$ cat src/rtl/fsm_vector_sequencer_if.sv
// Host-side bus of the vector sequencer: queue load handshake, run control
// and run results.
//
// Parameters must match the sequencer instance they connect to:
//   DEPTH  queue entries (power of two, 2..64)
//   CNT_W  width of the mismatch counter
//
// Signals:
//   clear        host -> seq  empty the queue (IDLE only)
//   load_valid   host -> seq  a load entry is offered
//   load_ready   seq -> host  the queue can accept an entry
//   load_vec     host -> seq  input vector, bit0 = x1 .. bit4 = x5
//   load_exp     host -> seq  expected outputs, bit0 = y1 .. bit24 = y25
//   start        host -> seq  begin a run (IDLE only)
//   busy         seq -> host  a run is in progress
//   done         seq -> host  one-cycle pulse, results valid from here on
//   pass         seq -> host  last run had zero mismatches
//   mismatch_cnt seq -> host  mismatching entries in the last run
//   fail_idx     seq -> host  index of the first mismatch, 0 if none
//   signature    seq -> host  MISR over the captured outputs
interface fsm_vector_sequencer_if #(
  parameter int DEPTH = 8,
  parameter int CNT_W = 8
);
  logic                     clear;
  logic                     load_valid;
  logic                     load_ready;
  logic [4:0]               load_vec;
  logic [24:0]              load_exp;
  logic                     start;
  logic                     busy;
  logic                     done;
  logic                     pass;
  logic [CNT_W-1:0]         mismatch_cnt;
  logic [$clog2(DEPTH)-1:0] fail_idx;
  logic [24:0]              signature;

  modport master (
    output clear, load_valid, load_vec, load_exp, start,
    input  load_ready, busy, done, pass, mismatch_cnt, fail_idx, signature
  );

  modport slave (
    input  clear, load_valid, load_vec, load_exp, start,
    output load_ready, busy, done, pass, mismatch_cnt, fail_idx, signature
  );
endinterface

$ cat src/rtl/fsm_vector_sequencer.sv
// Test sequencer for one benchmark controller FSM (x1..x5 in, y1..y25 out).
// Holds a queue of {vector, expected response} entries, resets the FSM for
// two cycles, drives one vector per cycle and compares the FSM outputs
// against the expected responses. The queue is read without popping, so a
// loaded queue can be rerun any number of times.
//
// Ports:
//   clk      sole clock, rising edge
//   rst      synchronous active-low reset
//   host     fsm_vector_sequencer_if.slave: load handshake, control, results
//   dut_rst  active-high reset to the controlled FSM
//   dut_x    vector driven to the controlled FSM
//   dut_y    outputs of the controlled FSM
//
// Build option:
//   SEQ_SIGNATURE_EN  when defined, signature is a 25-bit MISR
//                     (x^25+x^3+1) over dut_y during RUN; otherwise it is
//                     tied to 0 and no MISR is built.
module fsm_vector_sequencer #(
  parameter int DEPTH = 8,
  parameter int CNT_W = 8
) (
  input  logic                     clk,
  input  logic                     rst,
  fsm_vector_sequencer_if.slave    host,
  output logic                     dut_rst,
  output logic [4:0]               dut_x,
  input  logic [24:0]              dut_y
);

  localparam int IW = $clog2(DEPTH);
  localparam int CW = IW + 1;

  typedef enum logic [1:0] {S_IDLE, S_DRST, S_RUN, S_DONE} state_e;

  state_e           state_q, state_d;
  logic             drst_cnt_q, drst_cnt_d;
  logic [CW-1:0]    count_q, count_d;
  logic [CW-1:0]    run_len_q, run_len_d;
  logic [IW-1:0]    rd_idx_q, rd_idx_d;
  logic             busy_q, busy_d;
  logic             done_q, done_d;
  logic             pass_q, pass_d;
  logic [CNT_W-1:0] mis_q, mis_d;
  logic [IW-1:0]    fail_q, fail_d;
  logic             dut_rst_q, dut_rst_d;
  logic [4:0]       dut_x_q, dut_x_d;
  logic             mismatch;
  logic             load_fire;
`ifdef SEQ_SIGNATURE_EN
  logic [24:0]      sig_q, sig_d;
`endif

  logic [4:0]       vec_mem [DEPTH];
  logic [24:0]      exp_mem [DEPTH];

  // clear wins over a load in the same cycle by dropping load_ready;
  // gating with rst keeps load_ready low while reset is held.
  assign host.load_ready = rst && (state_q == S_IDLE) &&
                           (count_q < CW'(DEPTH)) && !host.clear;
  assign load_fire       = host.load_valid && host.load_ready;

  // Queue storage needs no reset; only entries below count_q are ever read.
  always_ff @(posedge clk) begin
    if (load_fire) begin
      vec_mem[count_q[IW-1:0]] <= host.load_vec;
      exp_mem[count_q[IW-1:0]] <= host.load_exp;
    end
  end

  always_comb begin
    state_d    = state_q;
    drst_cnt_d = drst_cnt_q;
    count_d    = count_q;
    run_len_d  = run_len_q;
    rd_idx_d   = rd_idx_q;
    busy_d     = busy_q;
    done_d     = 1'b0;
    pass_d     = pass_q;
    mis_d      = mis_q;
    fail_d     = fail_q;
    dut_rst_d  = dut_rst_q;
    dut_x_d    = dut_x_q;
    mismatch   = 1'b0;
`ifdef SEQ_SIGNATURE_EN
    sig_d      = sig_q;
`endif

    if ((state_q == S_IDLE) && host.clear) begin
      count_d = '0;
    end else if (load_fire) begin
      count_d = count_q + 1'b1;
    end

    case (state_q)
      S_IDLE: begin
        busy_d    = 1'b0;
        dut_rst_d = 1'b1;
        dut_x_d   = '0;
        if (host.start) begin
          // Run length is the count before any load accepted this cycle.
          run_len_d  = count_q;
          rd_idx_d   = '0;
          drst_cnt_d = 1'b0;
          mis_d      = '0;
          fail_d     = '0;
`ifdef SEQ_SIGNATURE_EN
          sig_d      = '0;
`endif
          if (count_q == '0) begin
            // Empty queue: report a trivial pass without touching the FSM.
            state_d = S_DONE;
            done_d  = 1'b1;
            pass_d  = 1'b1;
          end else begin
            state_d = S_DRST;
            busy_d  = 1'b1;
            pass_d  = 1'b0;
          end
        end
      end

      S_DRST: begin
        if (drst_cnt_q) begin
          state_d   = S_RUN;
          dut_rst_d = 1'b0;
          dut_x_d   = vec_mem[0];
        end else begin
          drst_cnt_d = 1'b1;
        end
      end

      S_RUN: begin
        // dut_y at this edge is the response to the vector driven this cycle.
        mismatch = (dut_y != exp_mem[rd_idx_q]);
        if (mismatch) begin
          if (mis_q != '1) begin
            mis_d = mis_q + 1'b1;
          end
          if (mis_q == '0) begin
            fail_d = rd_idx_q;
          end
        end
`ifdef SEQ_SIGNATURE_EN
        sig_d = {sig_q[23:0], sig_q[24] ^ sig_q[2]} ^ dut_y;
`endif
        if (CW'(rd_idx_q) == run_len_q - 1'b1) begin
          state_d = S_DONE;
          done_d  = 1'b1;
          busy_d  = 1'b0;
          dut_x_d = '0;
          pass_d  = (mis_d == '0);
        end else begin
          rd_idx_d = rd_idx_q + 1'b1;
          dut_x_d  = vec_mem[rd_idx_d];
        end
      end

      S_DONE: begin
        state_d   = S_IDLE;
        dut_rst_d = 1'b1;
        dut_x_d   = '0;
      end

      default: begin
        state_d = S_IDLE;
      end
    endcase
  end

  always_ff @(posedge clk) begin
    if (!rst) begin
      state_q    <= S_IDLE;
      drst_cnt_q <= 1'b0;
      count_q    <= '0;
      run_len_q  <= '0;
      rd_idx_q   <= '0;
      busy_q     <= 1'b0;
      done_q     <= 1'b0;
      pass_q     <= 1'b0;
      mis_q      <= '0;
      fail_q     <= '0;
      dut_rst_q  <= 1'b1;
      dut_x_q    <= '0;
`ifdef SEQ_SIGNATURE_EN
      sig_q      <= '0;
`endif
    end else begin
      state_q    <= state_d;
      drst_cnt_q <= drst_cnt_d;
      count_q    <= count_d;
      run_len_q  <= run_len_d;
      rd_idx_q   <= rd_idx_d;
      busy_q     <= busy_d;
      done_q     <= done_d;
      pass_q     <= pass_d;
      mis_q      <= mis_d;
      fail_q     <= fail_d;
      dut_rst_q  <= dut_rst_d;
      dut_x_q    <= dut_x_d;
`ifdef SEQ_SIGNATURE_EN
      sig_q      <= sig_d;
`endif
    end
  end

  assign host.busy         = busy_q;
  assign host.done         = done_q;
  assign host.pass         = pass_q;
  assign host.mismatch_cnt = mis_q;
  assign host.fail_idx     = fail_q;
`ifdef SEQ_SIGNATURE_EN
  assign host.signature    = sig_q;
`else
  assign host.signature    = '0;
`endif
  assign dut_rst           = dut_rst_q;
  assign dut_x             = dut_x_q;

endmodule

$ cat src/flat_wrapper.sv
// flat-port wrapper written by rule: the top's interface ports become plain ports
module fsm_vector_sequencer_flat 
#(
  parameter int DEPTH = 8,
  parameter int CNT_W = 8
)
  (clk, rst, dut_rst, dut_x, dut_y, host_clear, host_load_valid, host_load_vec, host_load_exp, host_start, host_load_ready, host_busy, host_done, host_pass, host_mismatch_cnt, host_fail_idx, host_signature);
  fsm_vector_sequencer_if #(.DEPTH(DEPTH), .CNT_W(CNT_W)) host_i ();
  input  logic clk;
  input  logic rst;
  output logic dut_rst;
  output logic [4:0] dut_x;
  input  logic [24:0] dut_y;
  input wire logic [$bits(host_i.clear)-1:0] host_clear;
  input wire logic [$bits(host_i.load_valid)-1:0] host_load_valid;
  input wire logic [$bits(host_i.load_vec)-1:0] host_load_vec;
  input wire logic [$bits(host_i.load_exp)-1:0] host_load_exp;
  input wire logic [$bits(host_i.start)-1:0] host_start;
  output wire logic [$bits(host_i.load_ready)-1:0] host_load_ready;
  output wire logic [$bits(host_i.busy)-1:0] host_busy;
  output wire logic [$bits(host_i.done)-1:0] host_done;
  output wire logic [$bits(host_i.pass)-1:0] host_pass;
  output wire logic [$bits(host_i.mismatch_cnt)-1:0] host_mismatch_cnt;
  output wire logic [$bits(host_i.fail_idx)-1:0] host_fail_idx;
  output wire logic [$bits(host_i.signature)-1:0] host_signature;
  assign host_i.clear = host_clear;
  assign host_i.load_valid = host_load_valid;
  assign host_i.load_vec = host_load_vec;
  assign host_i.load_exp = host_load_exp;
  assign host_i.start = host_start;
  assign host_load_ready = host_i.load_ready;
  assign host_busy = host_i.busy;
  assign host_done = host_i.done;
  assign host_pass = host_i.pass;
  assign host_mismatch_cnt = host_i.mismatch_cnt;
  assign host_fail_idx = host_i.fail_idx;
  assign host_signature = host_i.signature;
  fsm_vector_sequencer #(.DEPTH(DEPTH), .CNT_W(CNT_W)) u_core (.clk(clk), .rst(rst), .host(host_i), .dut_rst(dut_rst), .dut_x(dut_x), .dut_y(dut_y));
endmodule
$ cat config.mk
export PLATFORM = sky130hd
export DESIGN_NAME = fsm_vector_sequencer_flat
export DESIGN_NICKNAME = d
export VERILOG_FILES = /design/src/rtl/fsm_vector_sequencer_if.sv /design/src/rtl/fsm_vector_sequencer.sv /design/src/flat_wrapper.sv
export SDC_FILE = /design/constraint.sdc
export NUM_CORES = 1
export LEC_CHECK = 0
export CAP_MARGIN = 20
export CORE_ASPECT_RATIO = 1.2
export CORE_UTILIZATION = 45
export DETAILED_ROUTE_END_ITERATION = 16
export GPL_TIMING_DRIVEN = 0
export PLACE_DENSITY = 0.62
export SLEW_MARGIN = 10
export SYNTH_ARGS = -nofsm -noshare
export SYNTH_HDL_FRONTEND = slang
export SYNTH_SLANG_ARGS = --single-unit
export TNS_END_PERCENT = 5
$ cat constraint.sdc
create_clock -name clk -period 5.88 [get_ports clk]
set_clock_uncertainty 0.2 [all_clocks]
set_input_delay 0.588 -clock clk [delete_from_list [all_inputs] [get_ports clk]]
set_output_delay 0.588 -clock clk [all_outputs]
set_load 0.02 [all_outputs]
==> flow_metrics.env, run 1 <==
export IMPL_mostFrequentLayoutCell="edfxtp_1"
export IMPL_final_cell_mix="edfxtp_1, clkdlybuf4s50_1, mux2i_1"
export IMPL_crit_path_cell_trace="clkdlybuf4s50_1 > clkinv_1 > nor4b_1 > nand3_1 > nor3_2 > buf_4 > buf_4 > buf_6"
export IMPL_power_density_mw_per_mm2=336
export IMPL_via_per_inst=5.42
export IMPL_ys_ff_latch=277
export IMPL_hold_depth=2
export IMPL_netlist_area_mm2=0.0115
export IMPL_antennaDiodeCount=0
export IMPL_first_iter_violations=313
export IMPL_drcViolationCount=0
export IMPL_slowest_delay_ps=830
export IMPL_final_area_mm2=0.0140
export IMPL_place_area_mm2=0.0131
export IMPL_holdPathEnd="u_core.run_len_q[0]"
export IMPL_rows=63
export IMPL_cts_sinks=277
export IMPL_cp_max_fo=9
export IMPL_ys_top_cells_by_area="edfxtp_1, mux4_2, dfxtp_1"
export IMPL_avgSynthCellArea_um2=16.1
export IMPL_cts_buffer_depth=3
export IMPL_leakage_uw=0.00456
export IMPL_timing_rr_end="u_core.host.pass"
export IMPL_setup_viol=0
export IMPL_wl_met2_mm=13.3
export IMPL_synth_top_cell_area_share_pct=62.5
export IMPL_synth_largest_area_cell="edfxtp_1"
export IMPL_antenna_found_initial=1
export IMPL_grt_pass1_wl_mm=38.1
export IMPL_relSlewSlack_pct=39.5
export IMPL_multi_input_area_mm2=0.00336
export IMPL_min_from="u_core.run_len_q[0]"
export IMPL_tns_ps=0
export IMPL_rr_worst_depth=12
export IMPL_post_dp_hpwl_mm=17.0
export IMPL_dieHeight_um=177
export IMPL_numCtsBuffers=27
export IMPL_die_w_um=148
export IMPL_yosysWarnings=0
export IMPL_cp_common_cell="buf_4"
export IMPL_hold_violations=0
export IMPL_area_delta_synth_final_pct=21.1
export IMPL_io_pins=106
export IMPL_clkLatencyLatePin_ps=530
export IMPL_port_buffers=80
export IMPL_drt_pre_antenna_iters=5
export IMPL_layout_nets=931
export IMPL_fin_crit_sh_pct=73.8
export IMPL_drt_wl_total_mm=25.2
export IMPL_critPathSlowestCell="nor4b_1"
export IMPL_grt_overflow_total=0
export IMPL_vias=6527
export IMPL_synth_edf_count=240
export IMPL_drv_slew=0
export IMPL_fmax_mhz=230
export IMPL_worstMarginPinSlew_ps=896
export IMPL_cap_violations=0
export IMPL_place_gp_congestion=0.888
export IMPL_postSynth_asyncResetShare_pct=0
export IMPL_ys_types=55
export IMPL_hold_class="reg2reg"
export IMPL_clk_pin_slew_ps=70
export IMPL_core_area_mm2=0.0249
export IMPL_post_cts_buffers=0
export IMPL_cp_arrival_ps=4370
export IMPL_r2r_slack_ps=1570
export IMPL_seqCellArea_mm2=0.00795
export IMPL_startpoint_type="primary input"
export IMPL_start_util_pct=46.3
export IMPL_cts_tree="done"
export IMPL_die_area_mm2=0.0263
export IMPL_rsz0062_at_grt="false"
export IMPL_ys_seq_area_share_pct=68.9
export IMPL_period_minus_slack_ps=4340
export IMPL_drive_above_1_share_pct=17.8
export IMPL_wl_per_cell_um=20.9
export IMPL_fillers=2011
export IMPL_finalPower_uw=4690
export IMPL_status="finished clean"
export IMPL_wl_met1_mm=10.2
export IMPL_worstSetupEndpointType="flip-flop"
export IMPL_dr_wl_met3_mm=1.19
export IMPL_cts_resized=0
export IMPL_dr_max_layer_used="met5"
export IMPL_hold_buffers=0
export IMPL_grt_pass1_vias=6674
export IMPL_cp_required_ps=5910
export IMPL_grt_max_degree=21
export IMPL_cts_root_buffer="clkbuf_16"
export IMPL_cts_max_level=1
export IMPL_ant_nets=0
export IMPL_peakVddDrop_v=0.000268
export IMPL_netlist_instances=715
export IMPL_synth_top_flop_cell="edfxtp_1"
export IMPL_path_class="in2reg"
export IMPL_grt_total_usage_pct=19.6
per-layer routing:
layer,up-vias,GRT usage [%]
met5,-,0
met2,171,35.5
met3,35,2.83
li1,3054,-
met4,2,5.15
met1,3265,24.3
sequential cells by signal, indices dropped and copies added, names as in the netlist, named ones only:
signal,flops
u_core.exp_mem,200
u_core.vec_mem,40
u_core.host.mismatch_cnt,8
u_core.dut_x,5
u_core.count_q,4
u_core.run_len_q,4
u_core.host.fail_idx,3
u_core.rd_idx_q,3
u_core.state_q,2
u_core.drst_cnt_q,1
u_core.dut_rst,1
u_core.host.busy,1
u_core.host.done,1
u_core.host.pass,1
logic make-up (layout without fill, tap and decap cells):
logic type,Yosys count,in the layout,share of synthesized area [%]
flip-flops,277,277,68.9
AO/OA/AOI/OAI,92,92,5.38
buffers and inverters,67,208,3.22
other,1,25,0.0325
AND/OR/NAND/NOR,135,135,5.95
multiplexers,110,110,13.7
adder cells (fa/ha/maj),9,9,0.977
XOR/XNOR,24,24,1.82
metrics by stage:
step	setup WS (ps)	hold WS (ps)	std cells	utilization (%)
after floorplan	880	236	739	-
after global placement	-2040	253	1144	51.5
after global routing	1120	294	1205	56.1
final	1540	278	1205	56.1
after detailed placement	1010	267	1158	52.6
after CTS	1500	282	1205	56.1
synthesized netlist by cell type (2+ instances only):
| cell | instances |
|---|---|
| a41o_1 | 2 |
| mux4_2 | 36 |
| and3_1 | 5 |
| a22o_1 | 10 |
| mux2i_1 | 52 |
| o22ai_1 | 6 |
| or3_1 | 2 |
| xor2_1 | 15 |
| and2_1 | 7 |
| a21oi_1 | 24 |
| edfxtp_1 | 240 |
| or4b_1 | 2 |
| o21a_1 | 3 |
| a211oi_1 | 2 |
| nand2b_1 | 6 |
| buf_1 | 3 |
| nand4b_1 | 2 |
| a21o_1 | 3 |
| dfxtp_1 | 37 |
| buf_2 | 12 |
| a311oi_1 | 2 |
| nand4_1 | 6 |
| a221oi_1 | 3 |
| nand3_1 | 20 |
| clkbuf_1 | 12 |
| nor2b_1 | 6 |
| a31oi_1 | 4 |
| xnor2_1 | 9 |
| nand2_1 | 23 |
| nor4b_1 | 3 |
| nor3_1 | 14 |
| nor2_1 | 33 |
| o21ai_0 | 12 |
| nor4_1 | 2 |
| inv_1 | 12 |
| mux2_2 | 21 |
| buf_4 | 26 |
| a22oi_1 | 13 |
| ha_1 | 9 |
power breakdown:
group          switching, µW  internal [µW]
Clock                    689            979
Combinational            450            357
Sequential              32.3           2180
cell type report:
| class | instances | share of cell area, % |
|---|---|---|
| well taps | 325 | 2.91 |
| inverters | 13 | 0.349 |
| repair buffers | 94 | 7.35 |
| multi-input cells | 395 | 24.0 |
| flip-flops and latches | 277 | 56.9 |
| plain buffers | 54 | 2.31 |
| clock inverters | 9 | 0.717 |
| clock buffers | 38 | 5.42 |
worst max-delay path: cells and delay by family:
kind / cells / cell delay, ps
AND/OR/NAND/NOR: 3 / 2030
buffers and inverters: 5 / 1750
worst max-delay path by stage:
stage,cells past startpoint,startpoint,slack [ps],to
2_1_floorplan,4,rst,880,u_core.exp_mem[0][0]
3_3_place_gp,5,rst,-2040,u_core.exp_mem[0][10]
3_5_place_dp,8,rst,1010,u_core.exp_mem[0][10]
4_1_cts,8,rst,1500,u_core.exp_mem[0][16]
5_1_grt,8,rst,1120,u_core.exp_mem[0][16]
6_report,8,rst,1540,u_core.exp_mem[0][16]
Power figures use the tool's default switching activity.
==> inputs of run 2 (changes only) <==
clock period = 4.1 ns   (was 5.88 ns; I/O delays follow)
==> flow_metrics.env, run 2 (synthesized netlist as in run 1, its figures left out) <==
export IMPL_path_class="reg2reg"
export IMPL_placedCellCount=1156
export IMPL_cp_max_fo=10
export IMPL_status="finished clean"
export IMPL_first_iter_violations=359
export IMPL_port_buffers=80
export IMPL_place_gp_congestion=0.883
export IMPL_wl_per_cell_um=20.5
export IMPL_crit_buf_inv=3
export IMPL_final_cell_mix="edfxtp_1, clkdlybuf4s50_1, mux2i_1"
export IMPL_rr_worst_depth=12
export IMPL_hold_violations=0
export IMPL_mostFrequentLayoutCell="edfxtp_1"
export IMPL_clk_pin_slew_ps=60
export IMPL_slowest_delay_ps=510
export IMPL_hold_depth=2
export IMPL_p_seq_share_pct=47.7
export IMPL_leakage_uw=0.00455
export IMPL_relSlewSlack_pct=43.4
export IMPL_io_pins=106
export IMPL_cp_depth=12
export IMPL_grt_busiest_layer="met2"
export IMPL_power_frac_comb_pct=17.5
export IMPL_rsz0062_at_grt="false"
export IMPL_critPathSlowestCell="nor4_1"
export IMPL_cts_root_buffer="clkbuf_16"
export IMPL_drive_above_1_share_pct=18.5
export IMPL_via_per_inst=5.45
export IMPL_grt_pass1_vias=6813
export IMPL_clockPowerShare_pct=34.8
export IMPL_critPathTopFamily="compound AO/OA/AOI/OAI gates"
export IMPL_use_met3_pct=3.19
export IMPL_tns_ps=0
export IMPL_p_switching_uw=1700
export IMPL_period_minus_slack_ps=3900
export IMPL_drcViolationCount=0
export IMPL_drt_pre_antenna_iters=8
export IMPL_numCtsBuffers=28
export IMPL_clkLatencyLatePin_ps=550
export IMPL_start_util_pct=46.3
export IMPL_peakVddDrop_v=0.000340
export IMPL_cp_arrival_ps=4200
export IMPL_fillers=2033
export IMPL_antenna_found_initial=1
export IMPL_met1_usage_pct=23.2
export IMPL_cts_sinks=277
export IMPL_setup_viol=0
export IMPL_drv_slew=0
export IMPL_post_dp_hpwl_mm=16.8
export IMPL_die_area_mm2=0.0263
export IMPL_vias=6588
export IMPL_power_density_mw_per_mm2=476
export IMPL_cp_common_cell="buf_2"
export IMPL_core_area_mm2=0.0249
export IMPL_hold_buffers=0
export IMPL_ant_nets=0
export IMPL_grt_util_met2_pct=35.3
export IMPL_rows=63
export IMPL_cts_buffer_depth=3
export IMPL_worstSetupEndpointType="flip-flop"
export IMPL_crit_path_cell_trace="buf_2 > buf_2 > mux2i_1 > a22oi_1 > a21oi_1 > o22ai_1 > nor4_1 > nand4b_1 > buf_2 > a211o_1 > a222oi_1 > a41o_1"
export IMPL_worstMarginPinSlew_ps=849
export IMPL_die_w_um=148
export IMPL_largest_register_ffs=200
export IMPL_cp_required_ps=4390
export IMPL_startpoint_type="flip-flop"
export IMPL_r2r_slack_ps=200
export IMPL_grt_total_usage_pct=19.4
export IMPL_cts_tree="done"
export IMPL_grt_max_degree=22
export IMPL_drt_wl_total_mm=24.7
export IMPL_layout_nets=931
export IMPL_grt_pass1_wl_mm=37.8
export IMPL_grt_overflow_total=0
export IMPL_whs_ps=272
export IMPL_cap_violations=0
export IMPL_dieHeight_um=177
export IMPL_instances_no_fill=1208
export IMPL_sw_frac_of_total_pct=25.7
export IMPL_fmax_mhz=256
export IMPL_hold_class="reg2reg"
export IMPL_fin_crit_sh_pct=95.2
export IMPL_p_int_uw=4940
export IMPL_area_delta_synth_final_pct=21.1
export IMPL_cts_max_level=1
## run 2: cell count changes in the layout (fill, tap and decap cells not counted), sizes merged
cell,change
clkbuf,+2
buf,-3
inv,+1
bufinv,-2
diode,+1
clkinv,+5
clkinvlp,-1
## run 2: power by group through the flow
| stage | Combinational [µW] | Sequential (µW) | Clock, µW |
|---|---|---|---|
| 4_1_cts | 1160 | 3170 | 2360 |
| 5_1_grt | 1270 | 3180 | 2450 |
| 3_5_place_dp | 1150 | 3230 | 0 |
| 3_3_place_gp | 1110 | 3230 | 0 |
| 6_report | 1160 | 3170 | 2310 |
| 2_1_floorplan | 769 | 3250 | 0 |
## run 2: final timing paths
| check | start | to |
|---|---|---|
| setup / recovery | flip-flop | u_core.host.pass |
| hold / removal | u_core.run_len_q[0] | u_core.run_len_q[0] |
| setup reg to reg | flip-flop | u_core.host.pass |
| hold reg to reg | u_core.run_len_q[0] | u_core.run_len_q[0] |
## run 2: per-layer routing
| layer | vias up | part of all wire [%] |
|---|---|---|
| met5 | - | 0 |
| met4 | 0 | 2.9 |
| met3 | 53 | 5.6 |
| met2 | 215 | 52 |
| met1 | 3277 | 39 |
| li1 | 3043 | - |
## run 2: cell type report
class,instances,area (µm²),share of cell area (%)
Clock buffer,38,758,5.43
Tap cell,325,407,2.91
Antenna cell,1,2.50,0.0179
Multi-Input combinational cell,395,3380,24.2
Sequential cell,277,7950,56.9
Inverter,13,48.8,0.349
Clock inverter,12,72.6,0.520
Timing Repair Buffer,93,1020,7.27
Buffer,54,337,2.41
## run 2: what timing repair did
item                                    in CTS  in global routing
cloned                                       0                  0
buffers inserted                             0                  1
pin swaps                                    0                  1
endpoints found under the setup margin       2                  8
resized for setup                            4                  5
## run 2: per-stage QoR
stage / setup WS, ps / instance area, µm² / total power [µW] / utilization [%]
after floorplan: -687 / 11600 / 4010 / -
after global placement: -3710 / 12800 / 4340 / 51.5
after detailed placement: -415 / 13100 / 4390 / 52.6
after CTS: 64.2 / 13900 / 6690 / 56.0
after global routing: 9.03 / 14000 / 6900 / 56.1
final: 196 / 14000 / 6650 / 56.1
## run 2: worst min-delay path: cells and delay by family, from the launching register on
kind	cells	cell delay, ps
AOI/OAI and AO/OA	1	60
DFF	1	310
and+or+nand+nor	1	50
==> inputs of run 3 (changes only) <==
CORE_UTILIZATION = 25   (was 45)
PLACE_DENSITY = 0.38   (was 0.62)
==> flow_metrics.env, run 3 (synthesized netlist as in run 1, its figures left out) <==
export IMPL_timing_rr_end="u_core.host.pass"
export IMPL_place_gp_congestion=0.774
export IMPL_cp_arrival_ps=4130
export IMPL_power_frac_comb_pct=16.6
export IMPL_instances_no_fill=1497
export IMPL_placedCellCount=1441
export IMPL_cts_buffer_depth=3
export IMPL_die_w_um=198
export IMPL_dieHeight_um=237
export IMPL_layout_nets=934
export IMPL_area_delta_synth_final_pct=26.6
export IMPL_via_per_inst=4.32
export IMPL_clk_pin_slew_ps=60
export IMPL_sw_frac_of_total_pct=25.2
export IMPL_fmax_mhz=262
export IMPL_hold_depth=2
export IMPL_holdPathEnd="u_core.run_len_q[0]"
export IMPL_min_from="u_core.run_len_q[0]"
export IMPL_cts_sinks=277
export IMPL_wl_per_cell_um=19.6
export IMPL_cap_violations=0
export IMPL_peakVddDrop_v=0.000307
export IMPL_drt_pre_antenna_iters=4
export IMPL_hold_violations=0
export IMPL_p_seq_share_pct=44.0
export IMPL_setup_viol=0
export IMPL_tns_ps=0
export IMPL_grt_total_usage_pct=12.6
export IMPL_fin_crit_sh_pct=93.2
export IMPL_period_minus_slack_ps=3820
export IMPL_drv_slew=0
export IMPL_antenna_found_initial=2
export IMPL_cp_max_fo=10
export IMPL_finalPower_uw=7220
export IMPL_r2r_slack_ps=280
export IMPL_path_class="reg2reg"
export IMPL_worstMarginPinSlew_ps=964
export IMPL_critPathSlowestCell="mux4_2"
export IMPL_numCtsBuffers=30
export IMPL_drive_above_1_share_pct=19.4
export IMPL_final_cell_mix="edfxtp_1, clkdlybuf4s50_1, mux2i_1"
export IMPL_rows=85
export IMPL_largest_register_ffs=200
export IMPL_die_area_mm2=0.0470
export IMPL_leakage_uw=0.00467
export IMPL_drt_wl_total_mm=29.3
export IMPL_core_area_mm2=0.0452
export IMPL_first_iter_violations=269
export IMPL_rr_worst_depth=13
export IMPL_power_density_mw_per_mm2=495
export IMPL_p_int_uw=5400
export IMPL_grt_pass1_wl_mm=43.4
export IMPL_grt_pass1_vias=6725
export IMPL_clkLatencyLatePin_ps=560
export IMPL_grt_overflow_total=0
export IMPL_vias=6471
export IMPL_p_switching_uw=1820
export IMPL_drcViolationCount=0
export IMPL_slowest_delay_ps=530
export IMPL_relSlewSlack_pct=35.7
export IMPL_cp_required_ps=4410
export IMPL_post_dp_hpwl_mm=19.9
export IMPL_startpoint_type="flip-flop"
export IMPL_cts_max_level=1
export IMPL_mostFrequentLayoutCell="edfxtp_1"
export IMPL_clockPowerShare_pct=39.4
export IMPL_antennaDiodeCount=0
export IMPL_rsz0062_at_grt="false"
export IMPL_io_pins=106
export IMPL_port_buffers=80
export IMPL_grt_max_degree=20
export IMPL_status="finished clean"
export IMPL_whs_ps=257
export IMPL_fillers=4446
export IMPL_cts_tree="done"
export IMPL_hold_class="reg2reg"
export IMPL_start_util_pct=25.5
export IMPL_ant_nets=0
export IMPL_worstSetupEndpointType="flip-flop"
export IMPL_cts_root_buffer="clkbuf_16"
export IMPL_crit_path_cell_trace="clkbuf_4 > buf_6 > mux4_2 > mux2i_1 > xor2_1 > nand4_1 > nor3_2 > nand4b_1 > buf_4 > buf_2 > a211o_1 > a222oi_1 > a41o_1"
==> run 3: cell count changes in the layout (fill, tap and decap cells not counted), sizes merged <==
| cell | before | now |
|---|---|---|
| diode | 1 | 0 |
| bufinv | 0 | 4 |
| clkbuf | 52 | 60 |
| inv | 13 | 12 |
| clkinv | 11 | 9 |
| buf | 53 | 50 |
==> run 3: how the worst max path moves through the flow <==
stage,from,end,cells after the start
floorplan,u_core.state_q[0],u_core.exp_mem[1][0],5
detailed placement,rst,u_core.exp_mem[0][16],7
global route,flip-flop,u_core.host.pass,13
finish,flip-flop,u_core.host.pass,13
CTS,flip-flop,u_core.host.pass,13
global placement,rst,u_core.exp_mem[1][15],5
==> run 3: routing by layer <==
| layer | part of all wire [%] | up-vias | GRT usage, % |
|---|---|---|---|
| met3 | 4.9 | 40 | 2.41 |
| met5 | 0.089 | - | 0 |
| met4 | 1.7 | 4 | 3.34 |
| met2 | 50 | 137 | 21.8 |
| li1 | - | 3055 | - |
| met1 | 43 | 3235 | 15.9 |
==> run 3: cell type report <==
cell class	count	area [µm²]	area share [%]
inverters	13	48.8	0.334
multi-input cells	395	3380	23.2
clock inverters	13	164	1.12
repair buffers	94	1050	7.20
well taps	609	762	5.22
plain buffers	54	357	2.44
flip-flops and latches	277	7950	54.4
clock buffers	42	888	6.08
==> run 3: metrics by stage <==
| step | util [%] | worst slack, ps | instance area [µm²] |
|---|---|---|---|
| 2_1_floorplan | - | -687 | 11600 |
| 3_3_place_gp | 29.2 | -4300 | 13200 |
| 3_5_place_dp | 29.8 | -649 | 13500 |
| 4_1_cts | 32.2 | 53.4 | 14600 |
| 5_1_grt | 32.3 | 32.1 | 14600 |
| 6_report | 32.3 | 278 | 14600 |
==> run 3: timing repair <==
item	CTS	global route
hold buffers	0	0
setup buffers	1	0
resized for setup	8	9
cloned	0	0
endpoints found under the setup margin	30	1
==> run 3: worst max-delay path, delay by kind of cell, from the launching register on <==
kind | cells | cell delay, ps
xor+xnor | 1 | 250
buf+inv | 4 | 830
compound gates | 3 | 780
flops | 1 | 390
simple gates | 3 | 610
mux | 2 | 700
==> run 3: power groups by stage <==
stage	combinational, µW	clock [µW]	sequential (µW)
CTS	1230	2940	3180
floorplan	769	0	3250
detailed placement	1210	0	3240
global route	1320	3030	3180
global placement	1200	0	3240
finish	1200	2850	3180
